<file path="src/rtl/lane_car_counter_pkg.sv">
// Shared lane-counter constants and types (lane order N1,N2,E1,E2,S1,S2,W1,W2).
// Optional overflow flags are enabled with CAR_OVF_FLAG_EN.
package lane_car_counter_pkg;
    localparam int NUM_LANES         = 8;
    localparam int CNT_W             = 8;
    localparam int DEPART_CYCLES_DEF = 4;

    localparam int LANE_N1 = 0;
    localparam int LANE_N2 = 1;
    localparam int LANE_E1 = 2;
    localparam int LANE_E2 = 3;
    localparam int LANE_S1 = 4;
    localparam int LANE_S2 = 5;
    localparam int LANE_W1 = 6;
    localparam int LANE_W2 = 7;

    typedef logic [CNT_W-1:0] car_cnt_t;
endpackage

</file>
<file path="src/rtl/lane_car_counter_if.sv">
// Sensor/selector bus for lane_car_counter; master drives sensors and green, slave is the counter.
// CAR_OVF_FLAG_EN adds the ovf_clr/ovf_flag pair.
interface lane_car_counter_if;
    import lane_car_counter_pkg::*;

    logic [NUM_LANES-1:0]            car_arrive;
    logic [NUM_LANES-1:0]            lane_green;
    car_cnt_t [NUM_LANES-1:0]        car_counts;
    logic [NUM_LANES-1:0]            lane_busy;
`ifdef CAR_OVF_FLAG_EN
    logic                            ovf_clr;
    logic [NUM_LANES-1:0]            ovf_flag;
`endif

    modport master (
        output car_arrive,
        output lane_green,
`ifdef CAR_OVF_FLAG_EN
        output ovf_clr,
        input  ovf_flag,
`endif
        input  car_counts,
        input  lane_busy
    );

    modport slave (
        input  car_arrive,
        input  lane_green,
`ifdef CAR_OVF_FLAG_EN
        input  ovf_clr,
        output ovf_flag,
`endif
        output car_counts,
        output lane_busy
    );
endinterface

</file>
<file path="src/rtl/lane_car_counter_lane_counter.sv">
// One lane: arrival edge detect, green-time departure timer, saturating queue count.
// CAR_OVF_FLAG_EN adds a sticky flag for arrivals dropped at saturation.
module lane_counter #(
    parameter int CNT_W         = 8,
    parameter int DEPART_CYCLES = 4
) (
    input  logic             clk,
    input  logic             rst,
    input  logic             car_arrive_i,
    input  logic             lane_green_i,
`ifdef CAR_OVF_FLAG_EN
    input  logic             ovf_clr_i,
    output logic             ovf_flag_o,
`endif
    output logic [CNT_W-1:0] count_o,
    output logic             busy_o
);
    localparam int TW = (DEPART_CYCLES > 1) ? $clog2(DEPART_CYCLES) : 1;
    localparam logic [TW-1:0]    T_LAST = TW'(DEPART_CYCLES - 1);
    localparam logic [TW-1:0]    T_ONE  = TW'(1);
    localparam logic [CNT_W-1:0] C_ONE  = CNT_W'(1);
    localparam logic [CNT_W-1:0] C_MAX  = '1;

    // armed_q means a 0 has been sampled since the last counted arrival (or reset)
    logic             armed_q, armed_d;
    logic [TW-1:0]    timer_q, timer_d;
    logic [CNT_W-1:0] count_q, count_d;
    logic             busy_q;
    logic             arrive_evt, depart_evt;

    always_comb begin
        arrive_evt = car_arrive_i & armed_q;
        depart_evt = lane_green_i && (timer_q == T_LAST);
        armed_d    = ~car_arrive_i;

        if (!lane_green_i || depart_evt) timer_d = '0;
        else                             timer_d = timer_q + T_ONE;

        count_d = count_q;
        if (arrive_evt && !depart_evt) begin
            if (count_q != C_MAX) count_d = count_q + C_ONE;
        end else if (depart_evt && !arrive_evt) begin
            if (count_q != '0) count_d = count_q - C_ONE;
        end
    end

    always_ff @(posedge clk) begin
        if (rst) begin
            armed_q <= 1'b0;
            timer_q <= '0;
            count_q <= '0;
            busy_q  <= 1'b0;
        end else begin
            armed_q <= armed_d;
            timer_q <= timer_d;
            count_q <= count_d;
            busy_q  <= (count_d != '0);
        end
    end

    assign count_o = count_q;
    assign busy_o  = busy_q;

`ifdef CAR_OVF_FLAG_EN
    logic ovf_q, ovf_d, drop_evt;

    assign drop_evt = arrive_evt & ~depart_evt & (count_q == C_MAX);

    always_comb begin
        ovf_d = ovf_q;
        if (drop_evt)       ovf_d = 1'b1;
        else if (ovf_clr_i) ovf_d = 1'b0;
    end

    always_ff @(posedge clk) begin
        if (rst) ovf_q <= 1'b0;
        else     ovf_q <= ovf_d;
    end

    assign ovf_flag_o = ovf_q;
`endif
endmodule

</file>
<file path="src/rtl/lane_car_counter.sv">
// Per-lane vehicle counter feeding the DayTime carCounts bus and absorbing its laneOutput.
// CAR_OVF_FLAG_EN enables per-lane sticky overflow flags with a common clear.
module lane_car_counter
    import lane_car_counter_pkg::*;
#(
    parameter int DEPART_CYCLES = DEPART_CYCLES_DEF
) (
    input  logic               clk,
    input  logic               rst,
    lane_car_counter_if.slave  bus
);
    car_cnt_t [NUM_LANES-1:0] counts;
    logic     [NUM_LANES-1:0] busy;
`ifdef CAR_OVF_FLAG_EN
    logic     [NUM_LANES-1:0] ovf;
`endif

    for (genvar g = 0; g < NUM_LANES; g++) begin : g_lane
        lane_counter #(
            .CNT_W         (CNT_W),
            .DEPART_CYCLES (DEPART_CYCLES)
        ) u_lane (
            .clk          (clk),
            .rst          (rst),
            .car_arrive_i (bus.car_arrive[g]),
            .lane_green_i (bus.lane_green[g]),
`ifdef CAR_OVF_FLAG_EN
            .ovf_clr_i    (bus.ovf_clr),
            .ovf_flag_o   (ovf[g]),
`endif
            .count_o      (counts[g]),
            .busy_o       (busy[g])
        );
    end

    assign bus.car_counts = counts;
    assign bus.lane_busy  = busy;
`ifdef CAR_OVF_FLAG_EN
    assign bus.ovf_flag   = ovf;
`endif
endmodule

</file>
<file path="src/flat_wrapper.sv">
// flat-port wrapper written by rule: the top's interface ports become plain ports
module lane_car_counter_flat import lane_car_counter_pkg::*;
#(
    parameter int DEPART_CYCLES = DEPART_CYCLES_DEF
)
  (clk, rst, bus_car_arrive, bus_lane_green, bus_car_counts, bus_lane_busy);
  lane_car_counter_if bus_i ();
  input  logic clk;
  input  logic rst;
  input wire logic [$bits(bus_i.car_arrive)-1:0] bus_car_arrive;
  input wire logic [$bits(bus_i.lane_green)-1:0] bus_lane_green;
  output wire logic [$bits(bus_i.car_counts)-1:0] bus_car_counts;
  output wire logic [$bits(bus_i.lane_busy)-1:0] bus_lane_busy;
  assign bus_i.car_arrive = bus_car_arrive;
  assign bus_i.lane_green = bus_lane_green;
  assign bus_car_counts = bus_i.car_counts;
  assign bus_lane_busy = bus_i.lane_busy;
  lane_car_counter #(.DEPART_CYCLES(DEPART_CYCLES)) u_core (.clk(clk), .rst(rst), .bus(bus_i));
endmodule
</file>
<file path="config.mk">
export PLATFORM = sky130hd
export DESIGN_NAME = lane_car_counter_flat
export DESIGN_NICKNAME = d
export VERILOG_FILES = /design/src/rtl/lane_car_counter_pkg.sv /design/src/rtl/lane_car_counter_if.sv /design/src/rtl/lane_car_counter_lane_counter.sv /design/src/rtl/lane_car_counter.sv /design/src/flat_wrapper.sv
export SDC_FILE = /design/constraint.sdc
export NUM_CORES = 1
export LEC_CHECK = 0
export ABC_AREA = 0
export BUFFER_PORTS_ARGS = -buffer_cell sky130_fd_sc_hd__buf_2
export CORE_MARGIN = 5
export CORE_UTILIZATION = 48
export DETAILED_ROUTE_END_ITERATION = 12
export MAX_ROUTING_LAYER = met4
export PLACE_DENSITY = 0.67
export SLEW_MARGIN = 30
export SYNTH_ARGS = -nofsm -noshare
export SYNTH_HDL_FRONTEND = slang
export SYNTH_SLANG_ARGS = --single-unit
</file>
<file path="constraint.sdc">
create_clock -name clk -period 4.5 [get_ports clk]
set_input_delay 0.45 -clock clk [delete_from_list [all_inputs] [get_ports clk]]
set_output_delay 0.45 -clock clk [all_outputs]
set_load 0.01 [all_outputs]
</file>
# ---- Word-level counts from Yosys, hierarchy flattened
# Cells that the tools add are included.
dict set report word_totals {
  register_bits 96
  word_cells 200
}
dict set report classes {
  n_eq_ne 16
  bitwise_logic 16
  n_reduce_logical 80
  addsub 24
  mux 32
}
# cell n
set op_table {}
lappend op_table {{2-to-1 mux 8 bit} 32}
lappend op_table {{nonzero test 8 bit} 16}
lappend op_table {{adder 8 x 1 -> 8 bit, second input constant} 8}
lappend op_table {{inequality test 8 bit, second input constant} 8}
lappend op_table {{subtractor 8 x 1 -> 8 bit, second input constant} 8}
lappend op_table {{logical AND 1 bit} 24}
lappend op_table {{logical NOT 1 bit} 24}
lappend op_table {{adder 2 x 1 -> 2 bit, second input constant} 8}
lappend op_table {{equality test 2 bit, second input constant} 8}
lappend op_table {{OR reduction 2 bit} 8}
lappend op_table {{bitwise AND 1 bit} 8}
lappend op_table {{logical OR 1 bit} 8}
lappend op_table {{inverter 1 bit} 8}

# ---- Depth between registers and ports, before layout
dict set report logic_depth {
  word_depth 6
  depth_mapped 9
  ltp_nobuf 8
}

# ---- Modules after synthesis
# Synthesis repeated with hierarchy kept, for this count alone.
dict set report unflattened {
  cells_unflattened 824
  area_unflattened_um2 6996.7
}
# mod seq_area_each_um2 n_inst area_per_inst_um2 cells_per_inst
set modules_own_cells {}
lappend modules_own_cells {lane_counter 240.2 8 874.6 103}

# ---- Worst setup path before layout
# No wires, ideal clock.
dict set report synth_timing {
  path_type {register to register}
  startpoint {register u_core.g_lane[6].u_lane.count_q[0]}
  endpoint {register u_core.g_lane[6].u_lane.busy_q}
  arrival_ns 2.193
  setup_slack_ns 2.168
  path_stages_with_launch 10
  path_buffers 1
  period_less_slack_ns 2.332
  required_time_ns 4.361
  path_cell_list {dfxtp_1 -> clkbuf_1 -> inv_1 -> ha_1 -> or4b_4 -> nor4_4 -> and4b_1 -> nor4_2 -> and4_1 -> a41oi_1}
}
dict set report synth_via {
  elab_chain_cells 5
}
# item line_no
set synth_lines {}
lappend synth_lines {{from (decl)} lane_car_counter_lane_counter.sv:27} ;# logic [CNT_W-1:0] count_q, count_d;
lappend synth_lines {{from (signal assigned)} lane_car_counter_lane_counter.sv:56} ;# count_q <= count_d;
lappend synth_lines {{subtractor 8 x 1 -> 8 bit or nonzero test 8 bit (tied branches)} lane_car_counter_lane_counter.sv:43} ;# if (count_q != '0) count_d = count_q - C_ONE;
lappend synth_lines {{2-to-1 mux 8 bit} lane_car_counter_lane_counter.sv:43}
lappend synth_lines {{2-to-1 mux 8 bit} lane_car_counter_lane_counter.sv:42} ;# end else if (depart_evt && !arrive_evt) begin
lappend synth_lines {{2-to-1 mux 8 bit (*)} lane_car_counter_lane_counter.sv:40} ;# if (arrive_evt && !depart_evt) begin
lappend synth_lines {{nonzero test 8 bit (*)} lane_car_counter_lane_counter.sv:57} ;# busy_q <= (count_d != '0);
lappend synth_lines {{to (signal assigned)} lane_car_counter_lane_counter.sv:57}
lappend synth_lines {{to (decl)} lane_car_counter_lane_counter.sv:28} ;# logic busy_q;
# Every way passes the cells marked *; elsewhere a longest branch is shown, timed or not.
# A chain may end at the register's enable or synchronous reset.

# ---- Final worst setup path
# Same ends and word-level chain as after synthesis.

==> flow_summary_export.csv <==
group,metric,value,unit
logic_synthesis,syn_nets,906,
floorplan,io_pins,90,
clocking,numCtsBuffers,9,
logic_synthesis,syn_area,6650,µm²
routing,antenna_left,0,
sta,worstMarginPinSlew,0.735,ns
logic_synthesis,synth-main-ff-cell,"dfxtp_1",
sta,slew_headroom,51.0,%
critical_path,cpPeakStageDelay,0.47,ns
clocking,clock-sinks,96,
floorplan,die_h,128,µm
clocking,root_buffer,"clkbuf_16",
global_routing,grt_pass1_wl,27200,µm
logic_synthesis,synth_edf_count,0,
floorplan,die_w,128,µm
floorplan,start_util,48.5,%
critical_path,cp.required,4.68,ns
critical_path,path_cells,"inv_1 > ha_1 > or4b_4 > nor4_4 > nor4b_1 > o32ai_1 > and4_1 > a41oi_1",
routing,drt_first_pass_iters,5,
final_layout,nets,946,
global_routing,grt_pass1_vias,5708,
routing,wl,16300,µm
clocking,clk_pin_slew_worst_paths,0.06,ns
sta,fmax,0.395,GHz
critical_path,start_kind,"flip-flop",
clocking,tritoncts,"done",
placed_design,port_buffers,89,
floorplan,rows,43,
critical_path,crit_fanout,9,
power_and_ir_drop,leakagePower,2.92,nW
global_routing,grt_max_degree,97,
power_and_ir_drop,power_density,256,nW/µm²
sta,maxSlewViolCount,0,
sta,period_share,56.3,%
routing,viasPerCell,6.02,
sta,period_needed,2.53,ns
global_routing,grt_usage,20.1,%
sta,grt_setup_unrepaired,"false",
logic_synthesis,ys.warnings.count,0,
critical_path,cp.arrival,2.71,ns
floorplan,dieArea,16300,µm²
logic_synthesis,synthCells,856,
clocking,post_cts_buffers,0,
logic_synthesis,synth_top_area_share,28.9,%
min_path,worstHoldPathType,"input pin to flip-flop",
floorplan,core_area,13700,µm²
clocking,clock_latency,0.34,ns
routing,route.detailed.drc,0,
sta,finalSetupViolations,0,
sta,fin_skew,0.00405,ns
logic_synthesis,seq_area_frac_synth,28.9,%
clocking,cts_resized,0,
critical_path,cp-end-kind,"flip-flop",
final_layout,drive_gt1_share,14.0,%
logic_synthesis,synth.distinct_cells,76,
global_routing,grt-ovfl-total,0,
sta,finalSetupTns,0,ns
final_layout,num_antenna_cells,0,
sta,whs,0.278,ns
logic_synthesis,synth-seq-cells,96,
placed_design,gp_congestion,0.895,
placed_design,place_hpwl,11600,µm
logic_synthesis,async_flop_share,0,%
logic_synthesis,synth_area_per_cell,7.77,µm²
routing,wl_per_cell,15.1,µm
clocking,ctsHtreeMaxLevel,3,
sta,hold_viol,0,
routing,vias,6513,
power_and_ir_drop,peakVddDrop,0.139,mV
run,drv_cap,0,
critical_path,critPathKind,"flip-flop to flip-flop",
global_routing,grt_antenna_before_repair,0,
critical_path,cpMaxStageDelayCell,"or4b_4",
routing,drt-initial-drc-count,512,
logic_synthesis,synth_top_cells_by_area,"dfxtp_1 (29%), ha_1 (6.0%), nor2_1 (5.7%)",
outcome,status,"finished, final reports clean",
clocking,ctsHoldBuffers,0,
clocking,clk_path_buf_depth,2,
final_layout,syn_to_final_growth,10.6,%
logic_synthesis,synth_top_area_cell,"dfxtp_1",
==> placed cells by master (no fill, tap or decap), types with 14 or more instances in the layout <==
cell type / instances
nand2_1: 70
nor2_1: 101
nand4_1: 35
nor3_1: 32
inv_1: 26
a21oi_1: 25
o21ai_0: 24
and3_1: 21
dfxtp_1: 96
nor2b_1: 17
and2_1: 20
xnor2_1: 14
buf_2: 88
and4_1: 15
ha_1: 32
nand3_1: 44
nor4_1: 14
==> layer usage <==
layer | up-vias | GRT usage [%] | wire length, µm
met5 | - | - | 0
met4 | 0 | 6.30 | 259
met3 | 21 | 2.92 | 847
met2 | 190 | 30.4 | 7310
met1 | 3006 | 27.8 | 7890
li1 | 3296 | - | -
==> Yosys cell counts (all sizes together), types with 6 or more instances <==
cell,count
a211oi,15
a21o,6
a21oi,26
a31oi,11
a32o,6
a41oi,9
and2,20
and3,21
and4,15
buf,13
clkbuf,47
dfxtp,96
ha,32
inv,26
mux2i,8
nand2,70
nand3,44
nand4,35
nor2,101
nor2b,17
nor3,33
nor3b,8
nor4,17
nor4b,12
nor4bb,8
o211ai,9
o21ai,29
o22ai,8
o32ai,8
or2,6
xnor2,14
xor2,6
==> through the flow <==
| stage | power, mW | setup WS (ns) | cell area, µm² | std cells | utilization, % |
|---|---|---|---|---|---|
| after detailed placement | 1.18 | 1.99 | 7060 | 1065 | 51.5 |
| final | 1.88 | 1.97 | 7350 | 1081 | 53.6 |
| after CTS | 1.92 | 1.98 | 7350 | 1081 | 53.6 |
| after floorplan | 1.11 | 2.17 | 6650 | 856 | - |
| after global routing | 1.99 | 1.82 | 7350 | 1081 | 53.6 |
| after global placement | 1.17 | 2.06 | 7060 | 1065 | 51.5 |
==> worst paths after layout <==
check / from / end / slack, ns / cells past startpoint
hold / removal: bus_car_arrive[1] / u_core.g_lane[1].u_lane.armed_q / 0.28 / 2
setup reg to reg: u_core.g_lane[6].u_lane.count_o[0] / u_core.g_lane[6].u_lane.busy_o / 1.97 / 8
hold reg to reg: u_core.g_lane[3].u_lane.timer_q[0] / u_core.g_lane[3].u_lane.timer_q[0] / 0.43 / 1
setup / recovery: u_core.g_lane[6].u_lane.count_o[0] / u_core.g_lane[6].u_lane.busy_o / 1.97 / 8
==> critical path: cells and delay by family, from the launching register on <==
| kind | cells | cell delay [ns] |
|---|---|---|
| and+or+nand+nor | 4 | 1.18 |
| AOI/OAI and AO/OA | 2 | 0.52 |
| DFF | 1 | 0.39 |
| adders and majority gates | 1 | 0.16 |
| buffers and inverters | 1 | 0.11 |
==> flip-flops by register name, summed over array words and instances (netlist names) <==
register                      count
u_core.g_lane.u_lane.busy_o       8
u_core.g_lane.u_lane.armed_q      8
u_core.g_lane.u_lane.timer_q     16
u_core.g_lane.u_lane.count_o     64
==> power by group <==
group | internal [mW] | leakage (nW) | total [mW] | switching [mW]
logic | 0.102 | 2.00 | 0.246 | 0.145
clock network | 0.419 | 0.139 | 0.726 | 0.307
registers | 0.880 | 0.781 | 0.911 | 0.0315
==> logic make-up (layout without fill, tap and decap cells) <==
family          after synthesis  count (layout)  synth area share (%)
compound gates              184             184                  20.3
xor+xnor                     20              20                  2.63
fa+ha+maj                    32              32                  6.02
buf+inv                      86             131                  5.45
flops                        96              96                  28.9
mux                           9               9                  1.37
simple gates                429             429                  35.3
==> cell type report <==
| cell class | instances | area, µm² |
|---|---|---|
| tap | 180 | 225 |
| inverter | 26 | 97.6 |
| clock inverter | 2 | 12.5 |
| clock buffer | 14 | 274 |
| timing repair buffer | 89 | 452 |
| fill | 1343 | 6360 |
| multi-input combinational | 674 | 4370 |
| sequential | 96 | 1920 |
No activity file was read; power rests on OpenSTA's default activity.
